**config.mk**
```make
export PLATFORM = sky130hd
export DESIGN_NAME = if_fetch
export DESIGN_NICKNAME = d
export VERILOG_FILES = /design/src/rtl/if_fetch_pkg.sv /design/src/rtl/if_fetch_redirect_buf.sv /design/src/rtl/if_fetch.sv
export SDC_FILE = /design/constraint.sdc
export NUM_CORES = 1
export LEC_CHECK = 0
export BUFFER_PORTS_ARGS = -buffer_cell sky130_fd_sc_hd__buf_2
export CAP_MARGIN = 20
export CORE_UTILIZATION = 35
export DETAILED_ROUTE_END_ITERATION = 16
export GPL_TIMING_DRIVEN = 0
export PLACE_DENSITY = 0.53
export SLEW_MARGIN = 10
export SYNTH_ARGS = -nofsm -noshare
export SYNTH_HDL_FRONTEND = slang
export SYNTH_SLANG_ARGS = --single-unit
```
**constraint.sdc**
```tcl
create_clock -name clk -period 5.1 [get_ports clk]
set_input_delay 0.765 -clock clk [delete_from_list [all_inputs] [get_ports clk]]
set_output_delay 0.765 -clock clk [all_outputs]
set_load 0.05 [all_outputs]
```
**src/rtl/if_fetch_pkg.sv**
```systemverilog
// Shared definitions for the instruction-fetch stage, IF/ID and ID:
// datapath widths, reset/bubble constants, fetch FSM encoding and an
// address-alignment helper.
package if_fetch_pkg;

  localparam int ADDR_W = 32;
  localparam int INST_W = 32;

  localparam logic [ADDR_W-1:0] RESET_PC_DEFAULT = 32'hBFC0_0000;
  localparam logic [INST_W-1:0] NOP_INST_DEFAULT = 32'h0000_0000;
  localparam logic [ADDR_W-1:0] PC_STEP          = 32'h0000_0004;
  localparam logic [ADDR_W-1:0] WORD_MASK        = 32'hFFFF_FFFC;

  typedef enum logic [1:0] {
    S_IDLE    = 2'd0,
    S_REQ     = 2'd1,
    S_WAIT    = 2'd2,
    S_PRESENT = 2'd3
  } fetch_state_t;

  // Force a redirect target onto a word boundary.
  function automatic logic [ADDR_W-1:0] word_align(input logic [ADDR_W-1:0] addr);
    return addr & WORD_MASK;
  endfunction

endpackage

```
**src/rtl/if_fetch_redirect_buf.sv**
```systemverilog
// Redirect buffer: remembers the last branch/jump target seen before the
// current instruction is consumed, and selects the PC to fetch next.
module if_redirect_buf
  import if_fetch_pkg::*;
(
  input  logic              clk,
  input  logic              rst,
  input  logic [ADDR_W-1:0] pc,
  input  logic              branch_taken,
  input  logic [ADDR_W-1:0] branch_target,
  input  logic              consume,
  output logic [ADDR_W-1:0] next_pc
);

  logic              redirect_pending_r;
  logic [ADDR_W-1:0] redirect_pc_r;

  // Capture a redirect outside the consume cycle (last one wins); consume clears it.
  always_ff @(posedge clk or negedge rst) begin
    if (!rst) begin
      redirect_pending_r <= 1'b0;
      redirect_pc_r      <= '0;
    end else if (consume) begin
      redirect_pending_r <= 1'b0;
    end else if (branch_taken) begin
      redirect_pending_r <= 1'b1;
      redirect_pc_r      <= word_align(branch_target);
    end else begin
      redirect_pending_r <= redirect_pending_r;
    end
  end

  // Next PC priority: live redirect, then buffered redirect, then sequential.
  always_comb begin
    next_pc = pc + PC_STEP;
    if (branch_taken) begin
      next_pc = word_align(branch_target);
    end else if (redirect_pending_r) begin
      next_pc = redirect_pc_r;
    end else begin
      next_pc = pc + PC_STEP;
    end
  end

endmodule

```
**src/rtl/if_fetch.sv**
```systemverilog
// Instruction-fetch stage: owns the PC, runs a one-outstanding request
// to instruction memory and hands each fetched word to IF/ID. A redirect
// from ID lands after the instruction in flight (the delay slot).
module if_fetch
  import if_fetch_pkg::*;
#(
  parameter logic [ADDR_W-1:0] RESET_PC = RESET_PC_DEFAULT,
  parameter logic [INST_W-1:0] NOP_INST = NOP_INST_DEFAULT
) (
  input  logic              clk,
  input  logic              rst,
  input  logic              stall,
  input  logic              branch_taken,
  input  logic [ADDR_W-1:0] branch_target,
  output logic              inst_req,
  output logic [ADDR_W-1:0] inst_addr,
  input  logic              inst_addr_ok,
  input  logic              inst_data_ok,
  input  logic [INST_W-1:0] inst_rdata,
  output logic [INST_W-1:0] if_inst,
  output logic [ADDR_W-1:0] if_cur_instaddress,
  output logic [ADDR_W-1:0] if_next_instaddress,
  output logic              if_valid
);

  fetch_state_t      state_r;
  logic [ADDR_W-1:0] pc_r;
  logic [ADDR_W-1:0] next_pc_s;
  logic              consume_s;

  // The presented instruction leaves IF/ID on any unstalled PRESENT cycle.
  assign consume_s = (state_r == S_PRESENT) && !stall;

  if_redirect_buf u_redirect_buf (
    .clk           (clk),
    .rst           (rst),
    .pc            (pc_r),
    .branch_taken  (branch_taken),
    .branch_target (branch_target),
    .consume       (consume_s),
    .next_pc       (next_pc_s)
  );

  // Fetch FSM with registered memory-request and IF/ID outputs.
  always_ff @(posedge clk or negedge rst) begin
    if (!rst) begin
      state_r             <= S_IDLE;
      pc_r                <= RESET_PC;
      inst_req            <= 1'b0;
      inst_addr           <= '0;
      if_inst             <= NOP_INST;
      if_cur_instaddress  <= '0;
      if_next_instaddress <= '0;
      if_valid            <= 1'b0;
    end else begin
      case (state_r)
        S_IDLE: begin
          // Memory responses here are stale and deliberately ignored.
          state_r   <= S_REQ;
          inst_req  <= 1'b1;
          inst_addr <= pc_r;
        end
        S_REQ: begin
          // Address holds until accepted; an early data_ok is a protocol error and dropped.
          if (inst_addr_ok) begin
            state_r  <= S_WAIT;
            inst_req <= 1'b0;
          end
        end
        S_WAIT: begin
          if (inst_data_ok) begin
            state_r             <= S_PRESENT;
            if_inst             <= inst_rdata;
            if_cur_instaddress  <= pc_r;
            if_next_instaddress <= pc_r + PC_STEP;
            if_valid            <= 1'b1;
          end
        end
        S_PRESENT: begin
          // Addresses keep their last value while the bubble is shown.
          if (!stall) begin
            state_r   <= S_REQ;
            pc_r      <= next_pc_s;
            inst_req  <= 1'b1;
            inst_addr <= next_pc_s;
            if_inst   <= NOP_INST;
            if_valid  <= 1'b0;
          end
        end
        default: begin
          state_r  <= S_IDLE;
          inst_req <= 1'b0;
          if_valid <= 1'b0;
        end
      endcase
    end
  end

endmodule

```
==> impl_metrics.tcl, run 1 <==
set metrics [dict create \
    worst_skew_pair.late_latency_ns 0.44 \
    cts_tree "built" \
    synth-compound-area-share_pct 18.2 \
    grt_pass1_wl_mm 42.5 \
    p_leak_nw 5.07 \
    r2r_cells 7 \
    period_minus_slack_ns 2.77 \
    grt-ovfl-total 0 \
    final_cell_mix "buf_2 (206), dfrtp_1 (184), nand2_1 (77), mux2_2 (76), o21ai_0 (70)" \
    end_kind "flip-flop" \
    hold_viol_final 0 \
    clk_transition_reported_paths_ns 0.08 \
    post_route_cells_drive_above_1_share_pct 34.8 \
    via_per_inst 5.25 \
    diodes 0 \
    io_buffers 195 \
    synth_edf_count 0 \
    fin_crit_sh_pct 54.4 \
    hpwlAfterDp_mm 20.0 \
    drc_errors 0 \
    grt_usage_pct 22.1 \
    yosys.area_share.adder_pct 0.850 \
    post_drt_wl_per_cell_um 21.0 \
    synth_cells 788 \
    nNetsFinal 1080 \
    synth_top_family_by_area "compound AO/OA/AOI/OAI gates" \
    path_cells "inv_1 > ha_1 > clkbuf_1 > buf_1 > nor2b_1 > a21oi_1 > o21ai_0" \
    worst_slew_pin_slew_ns 0.879 \
    synth-seq-area-share_pct 54.8 \
    synth_area_um2 8830 \
    tns_ns 0 \
    root_buffer "clkbuf_16" \
    dr_total_vias 7045 \
    gp_congestion 0.819 \
    worst_ep_arrival_time_ns 3.12 \
    clockBufferDepth 2 \
    p_per_area_nw_per_um2 744 \
    ys_types 57 \
    start_kind "flip-flop" \
    area_delta_synth_final_pct 23.3 \
    ant_nets 0 \
    hold_ws_ns 0.132 \
    finalWirelength_mm 28.1 \
    synthesis.nets 864 \
    slowest_stage "nor2b_1" \
    grt_max_degree 92 \
    maxSlewViolCount 0 \
    synth-main-ff-cell "dfrtp_1" \
    cts_setup_buffers 0 \
    drv_cap 0 \
    avgSynthCellArea_um2 11.2 \
    layout_commonest_cell "buf_2" \
    place_area_um2 10300 \
    cts_buffers 17 \
    htree_levels 4 \
    ir_drop_mv 0.312 \
    coreArea_um2 24500 \
    hold_buffers 0 \
    synth-seq-cells 193 \
    rows 57 \
    path_class "flip-flop to flip-flop" \
    p_total_mw 8.10 \
    die_y_um 161 \
    final_area_um2 10900 \
    cts-resized-gates 0 \
    slew_headroom_pct 41.4 \
    fin_worst_skew_ns 0.0142 \
    synthSimpleGateAreaFrac_pct 9.65 \
    synth-warning-count 0 \
    io_pins 200 \
    grt_pass1_vias 6899 \
    hold_class "input port to async pin" \
    die_area_um2 25900 \
    status "finished clean" \
    synthMuxAreaShare_pct 10.0 \
    die_x_um 161 \
    path_max_fanout 10 \
    start_util_pct 36.0 \
    finalSetupViolCount 0 \
    required_ns 5.45 \
    max_freq_mhz 361 \
    synthTopCellsByArea "dfrtp_1 (52%), mux2_2 (9.7%), o21ai_0 (4.0%)" \
    synth-async-reset-ratio_pct 100 \
    yosysTopAreaCell "dfrtp_1" \
    cts_sinks 193 \
    antenna_found_initial 0 \
    drt_iter0_drc 487 \
    synth_top_cell_area_share_pct 52.2 \
    dr.pass1.iters 6 \
    grt_setup_unrepaired "false" \
    yosys.area_share.xor_xnor_pct 2.78 \
    slowest_delay_ns 0.70 \
]
[routing by layer]
metal | wire length, µm | track usage, % | share of wire (%)
met3 | 1410 | 3.69 | 5.0
met1 | 13400 | 32.2 | 48
met2 | 12900 | 34.0 | 46
met4 | 406 | 6.05 | 1.4
met5 | 0 | 0 | 0
[cell families (layout without fill, tap and decap cells)]
family / Yosys count / in the layout
flops: 193 / 193
fa+ha+maj: 6 / 6
xor+xnor: 28 / 28
mux: 79 / 79
simple gates: 171 / 171
compound gates: 236 / 236
buf+inv: 75 / 304
[through the flow]
step / std cells / worst slack [ns] / utilization, %
global route: 1341 / 2.12 / 44.4
CTS: 1341 / 2.31 / 44.4
global placement: 1307 / -0.209 / 41.6
finish: 1341 / 2.33 / 44.4
detailed placement: 1309 / 2.13 / 41.9
floorplan: 788 / 2.92 / -
[area by class of cell]
| cell class | count | area (µm²) |
|---|---|---|
| multi-input combinational | 520 | 3660 |
| clock inverter | 15 | 183 |
| tap | 324 | 405 |
| sequential | 193 | 4840 |
| timing repair buffer | 197 | 1040 |
| fill | 2405 | 13700 |
| clock buffer | 17 | 425 |
| inverter | 17 | 63.8 |
| buffer | 58 | 258 |
[critical path, delay by kind of cell (launching register included)]
family / cells / cell delay (ns)
buf+inv: 3 / 1.14
simple gates: 1 / 0.70
flops: 1 / 0.43
compound gates: 2 / 0.25
fa+ha+maj: 1 / 0.17
[path summary, 6_finish.rpt]
check	from	endpoint	slack, ns
max in group asynchronous	rst	pc_r[22]$_DFFE_PN1P_	3.81
worst min-delay path	rst	if_cur_instaddress[3]$_DFFE_PN0P_	0.13
worst max register to register	state_r[0]$_DFFE_PN0P_	inst_addr[10]$_DFFE_PN0P_	2.33
min in group clk	if_valid$_DFFE_PN0P_	if_valid$_DFFE_PN0P_	0.48
worst max-delay path	state_r[0]$_DFFE_PN0P_	inst_addr[10]$_DFFE_PN0P_	2.33
worst min register to register	if_valid$_DFFE_PN0P_	if_valid$_DFFE_PN0P_	0.48
[synth_stat cells, drive strengths merged (27+ instances only)]
library cell,number
mux2,76
nand2,77
a21oi,32
clkbuf,31
o21ai,74
a22o,34
buf,27
dfrtp,184
nor2,37
[sequential cells by signal, indices dropped and copies added, names as in the netlist]
register and count:
if_cur_instaddress 32, if_inst 32, if_next_instaddress 30, if_valid 1
inst_addr 32, inst_req 1, pc_r 32, state_r 2
u_redirect_buf.redirect_pc_r 30, u_redirect_buf.redirect_pending_r 1
[where the power goes]
group	total, mW	internal (mW)	switching, mW
sequential	2.65	2.18	0.468
clock	1.39	0.711	0.682
combinational	4.06	1.17	2.89
No activity file was read; power rests on OpenSTA's default activity.
==> inputs of run 2 (changes only) <==
- clock period: 5.1 -> 2.8 ns (I/O delays scaled with it)
==> run 2 against run 1 <==
Clock skew about the same. Sequential share of layout area down 0.051 points. Critical path depth down 1. Maximum frequency up 3.2%. Register-to-register slack worse by 2.2 ns. Via count up 0.40%. Critical path type unchanged. Largest power group unchanged.
==> impl_metrics.tcl, run 2 (synthesis results as in run 1) <==
set metrics [dict create \
    status "finished clean" \
    path_max_fanout 10 \
    via_per_inst 5.27 \
    p_per_area_nw_per_um2 1350 \
    hpwlAfterDp_mm 20.0 \
    p_leak_nw 5.07 \
    final_util_pct 44.4 \
    pwr-share-comb_pct 50.1 \
    fillers 2407 \
    multi_input_area_um2 3670 \
    layout_commonest_cell "buf_2" \
    p_total_mw 14.8 \
    hold_viol_final 0 \
    grt_pass1_vias 6904 \
    cts_tree "built" \
    max_freq_mhz 372 \
    die_area_um2 25900 \
    end_kind "flip-flop" \
    drv_cap 0 \
    grt-ovfl-total 0 \
    p_sw_mw 7.36 \
    hold_ws_ns 0.190 \
    io_pins 200 \
    die_x_um 161 \
    grt_max_degree 92 \
    required_ns 3.17 \
    diodes 0 \
    internal_power_mw 7.40 \
    post_route_cells_drive_above_1_share_pct 34.9 \
    r2r_cells 6 \
    ir_drop_mv 0.571 \
    finalSetupViolCount 0 \
    r2r-end "inst_addr[5]$_DFFE_PN0P_" \
    grt_pass1_wl_mm 42.5 \
    place_worst_setup_slack_ns 0.0575 \
    grt_usage_pct 22.1 \
    min_from "inst_rdata[12]" \
    cts_sinks 193 \
    coreArea_um2 24500 \
    cts_buffers 17 \
    die_y_um 161 \
    nNetsFinal 1081 \
    whs_path_depth 2 \
    dp.cells 1309 \
    fin_cells 1342 \
    finalWirelength_mm 28.1 \
    start_kind "flip-flop" \
    power_frac_seq_pct 32.7 \
    drt_iter0_drc 504 \
    dr.pass1.iters 7 \
    gp_congestion 0.819 \
    tns_ns 0 \
    r2r_start "state_r[0]$_DFFE_PN0P_" \
    io_buffers 195 \
    antenna_found_initial 0 \
    hold_class "input port to flip-flop" \
    regArea_um2 4840 \
    cts_setup_buffers 0 \
    ant_nets 0 \
    htree_levels 4 \
    fin_crit_sh_pct 95.9 \
    root_buffer "clkbuf_16" \
    worstHoldEndpoint "if_inst[12]$_DFFE_PN0P_" \
    period_minus_slack_ns 2.69 \
    final_cell_mix "buf_2 (206), dfrtp_1 (184), nand2_1 (77), mux2_2 (76), o21ai_0 (70)" \
    area_delta_synth_final_pct 23.4 \
    worst_skew_pair.late_latency_ns 0.44 \
    worst_slew_pin_slew_ns 0.894 \
    rows 57 \
    grt_setup_unrepaired "false" \
    post_drt_wl_per_cell_um 20.9 \
    clockBufferDepth 2 \
    drc_errors 0 \
    fin_worst_skew_ns 0.0144 \
    final_area_um2 10900 \
    fin_ws_ns 0.114 \
    maxSlewViolCount 0 \
    worst_ep_arrival_time_ns 3.06 \
    reg2reg_slack_ns 0.11 \
    path_class "flip-flop to flip-flop" \
    start_util_pct 36.0 \
    place_area_um2 10300 \
    clk_transition_reported_paths_ns 0.08 \
    switching_share_pct 49.9 \
    slew_headroom_pct 40.4 \
    dr_total_vias 7073 \
    pwr-share-clk_pct 17.2 \
]
## run 2: repair_timing
action | in CTS | in global routing
endpoints found under the setup margin | 0 | 7
hold buffers | 1 | 0
endpoints found under the hold margin | 19 | 0
gates resized for setup | 0 | 1
## run 2: area by class of cell
type                       count  area share (%)
sequential                   193            44.4
buffer                        58            2.37
clock buffer                  17            3.90
inverter                      17           0.586
multi-input combinational    520            33.7
tap                          324            3.72
clock inverter                15            1.68
timing repair buffer         198            9.65
## run 2: routing by layer
| layer | track usage [%] | share of wire [%] | vias up |
|---|---|---|---|
| met4 | 6.05 | 1.3 | 0 |
| met1 | 32.2 | 47 | 3506 |
| met3 | 3.69 | 5.6 | 21 |
| met5 | 0 | 0 | - |
| li1 | - | - | 3302 |
| met2 | 34.0 | 46 | 244 |
## run 2: power groups by stage
stage | clock network, mW | registers, mW | logic, mW
finish | 2.54 | 4.82 | 7.40
global route | 2.69 | 4.98 | 7.89
CTS | 2.59 | 4.83 | 7.45
detailed placement | 0 | 4.88 | 7.42
global placement | 0 | 4.86 | 7.36
floorplan | 0 | 7.40 | 2.74
## run 2: how the worst max path moves through the flow
stage / from / endpoint / cells past startpoint
after CTS: state_r[0]$_DFFE_PN0P_ / inst_addr[10]$_DFFE_PN0P_ / 7
after floorplan: state_r[0]$_DFFE_PN0P_ / if_inst[10]$_DFFE_PN0P_ / 7
final: state_r[0]$_DFFE_PN0P_ / inst_addr[5]$_DFFE_PN0P_ / 6
after global routing: state_r[0]$_DFFE_PN0P_ / inst_addr[10]$_DFFE_PN0P_ / 7
after global placement: rst / if_inst[30]$_DFFE_PN0P_ / 1
after detailed placement: state_r[0]$_DFFE_PN0P_ / inst_addr[10]$_DFFE_PN0P_ / 7
## run 2: critical path, cell delays in order, from the launching register on
cell      delay (ns)
dfrtp_1         0.41
ha_1            0.38
nor2b_1         0.17
clkbuf_1        0.51
clkbuf_1        0.68
o21ai_0         0.32
nand3_1         0.14
==> inputs of run 3 (changes only) <==
- PLACE_DENSITY: 0.53 -> 0.52
- SYNTH_HIERARCHICAL: default -> 1
==> run 3 against run 2 <==
The flow now finishes with violations (negative hold slack). Cell count increased by 1.6%. Routed wire length down 11%. Via count fell by 3.6%. Sequential power is 8.5% higher. Clock power down 4%. Synthesized cell count grew 1.8%. Synthesized area grew 4.1%. Register-to-register slack better by 0.17 ns. Sequential share of layout area decreased by 1.3 points. Largest cell class unchanged.
==> impl_metrics.tcl, run 3 <==
set metrics [dict create \
    dr_total_vias 6818 \
    cts_tree "built" \
    end_kind "flip-flop" \
    yosysTopAreaCell "dfrtp_1" \
    gr-max-usage-layer "met2" \
    cts_setup_buffers 0 \
    p_total_mw 15.1 \
    p_leak_nw 5.15 \
    slew_headroom_pct 41.5 \
    violations "negative hold slack" \
    ir_drop_mv 0.650 \
    ant_nets 0 \
    area_delta_synth_final_pct 22.1 \
    synth_top_cell_area_share_pct 50.1 \
    fin_ws_ns 0.283 \
    dr.pass1.iters 6 \
    period_minus_slack_ns 2.52 \
    start_util_pct 36.1 \
    coreArea_um2 25500 \
    cts-resized-gates 0 \
    cts_sinks 193 \
    antenna_found_initial 5 \
    grt_usage_pct 19.4 \
    synthSimpleGateAreaFrac_pct 11.6 \
    grt_pass1_wl_mm 39.5 \
    drv_cap 0 \
    synth.cells.most_frequent "dfrtp_1 (184), mux2_2 (99), nand2_1 (59)" \
    hold_class "input port to async pin" \
    required_ns 3.16 \
    io_pins 200 \
    synth_edf_count 0 \
    htree_levels 4 \
    path_max_fanout 10 \
    grt_pass1_vias 6911 \
    synth-seq-cells 193 \
    fillers 2474 \
    synth-compound-area-share_pct 10.6 \
    grt_setup_unrepaired "false" \
    final_area_um2 11200 \
    io_buffers 197 \
    synthesis.nets 878 \
    pwr-share-comb_pct 49.3 \
    cts_buffers 17 \
    maxSlewViolCount 0 \
    nNetsFinal 1095 \
    post_route_cells_drive_above_1_share_pct 37.8 \
    synth-seq-area-share_pct 52.7 \
    gp_congestion 0.762 \
    internal_power_mw 7.51 \
    root_buffer "clkbuf_16" \
    rows 58 \
    die_y_um 164 \
    drc_errors 0 \
    max_freq_mhz 397 \
    switching_share_pct 50.3 \
    fin_worst_skew_ns 0.00940 \
    layout_commonest_cell "buf_2" \
    synth_top_family_by_area "multiplexers" \
    synth-main-ff-cell "dfrtp_1" \
    via_per_inst 5.00 \
    die_area_um2 26900 \
    path_class "flip-flop to flip-flop" \
    die_x_um 164 \
    start_kind "flip-flop" \
    met2_usage_pct 31.0 \
    synth-warning-count 6 \
    hold_ws_ns -0.0219 \
    place_worst_setup_slack_ns 0.263 \
    place_area_um2 10600 \
    synth-async-reset-ratio_pct 100 \
    yosys.area_share.xor_xnor_pct 5.24 \
    synthMuxAreaShare_pct 15.8 \
    clk_transition_reported_paths_ns 0.08 \
    post_drt_wl_per_cell_um 18.3 \
    drt_iter0_drc 393 \
    synth_cells 802 \
    p_per_area_nw_per_um2 1350 \
    synthTopCellsByArea "dfrtp_1 (50%), mux2_2 (12%), mux2i_1 (3.7%)" \
    hold_buffers 0 \
    synth_area_um2 9190 \
    avgSynthCellArea_um2 11.5 \
    pwr-share-clk_pct 16.1 \
    met1_usage_pct 26.0 \
    worst_ep_arrival_time_ns 2.88 \
    worst_slew_pin_slew_ns 0.878 \
    finalSetupViolCount 0 \
    grt_max_degree 100 \
    hpwlAfterDp_mm 18.2 \
    power_frac_seq_pct 34.6 \
    ys_types 50 \
    hold_viol_final 3 \
    clockBufferDepth 2 \
    status "finished, violations left" \
    gr-usage-met3_pct 5.40 \
    grt-ovfl-total 0 \
    finalWirelength_mm 24.9 \
    worst_skew_pair.late_latency_ns 0.43 \
    fin_crit_sh_pct 89.9 \
    p_sw_mw 7.59 \
    synth.most_common_cell "dfrtp_1" \
    final_cell_mix "buf_2 (218), dfrtp_1 (184), mux2_2 (99), nand2_1 (59), nor2_1 (54)" \
    yosys.area_share.adder_pct 0.817 \
]
==> run 3: cell count changes after synthesis, moves of 15 or more <==
cell     previous run  this run
o21a_1             16         1
o21ai_0            70        31
mux2_2             76        99
o21ai_1             4        23
mux2i_1             3        34
nor2_1             36        54
nand2_1            77        59
xor2_1             12        30
==> run 3: worst max-delay path, cell delays in order, from the launching register on <==
cell and delay (ns):
dfrtp_1 0.65, ha_1 0.31, nand4_1 0.21, or2_1 0.30, buf_6 0.15, nor3_2 0.18, xnor2_1 0.08, o21ai_0 0.25
mux2i_1 0.14, a21oi_1 0.18
==> run 3: final timing paths <==
kind	from	to	slack, ns	depth (start not counted)
worst max-delay path	pc_r[2]$_DFFE_PN0P_	inst_addr[28]$_DFFE_PN0P_	0.28	9
worst min-delay path	rst	inst_addr[3]$_DFFE_PN0P_	-0.02	1
worst max register to register	pc_r[2]$_DFFE_PN0P_	inst_addr[28]$_DFFE_PN0P_	0.28	9
worst min register to register	if_next_instaddress[22]$_DFFE_PN0P_	if_next_instaddress[22]$_DFFE_PN0P_	0.48	2
max in group asynchronous	rst	pc_r[26]$_DFFE_PN1P_	1.86	2
min in group clk	inst_rdata[7]	if_inst[7]$_DFFE_PN0P_	0.19	2
==> run 3: cell type report <==
cell class	count	area (µm²)	share of cell area [%]
Buffer	52	253	2.25
Tap cell	330	413	3.68
Inverter	12	45.0	0.401
Timing Repair Buffer	198	1020	9.12
Antenna cell	2	5.00	0.0446
Clock buffer	17	425	3.79
Multi-Input combinational cell	545	4050	36.1
Clock inverter	15	166	1.48
Sequential cell	193	4840	43.1
==> run 3: power groups by stage <==
stage          Sequential, mW  Combinational [mW]  Clock (mW)
6_report                 5.23                7.44        2.43
2_1_floorplan            7.73                2.94           0
3_5_place_dp             5.28                7.50           0
3_3_place_gp             5.26                7.44           0
5_1_grt                  5.43                8.01        2.61
4_1_cts                  5.25                7.52        2.51
==> run 3: cell families after synthesis <==
group / Yosys count
DFF: 193
AOI/OAI and AO/OA: 156
adders and majority gates: 6
xor gates and xnor gates: 55
buffers and inverters: 64
and+or+nand+nor: 195
muxes: 133
==> run 3: layer usage <==
layer,vias to the layer above,part of all wire [%]
met5,-,0.17
met4,6,1.1
met3,19,6.1
met2,178,47
met1,3326,46
li1,3289,-
==> run 3: through the flow <==
stage	utilization, %	TNS (ns)	hold WS (ns)	cells
global placement	41.6	-397.08	0.459	1329
detailed placement	41.7	0	0.466	1330
global route	44.0	0	0.0486	1362
CTS	44.0	0	0.0410	1362
finish	44.1	0	-0.0219	1364
floorplan	-	0	0.124	802
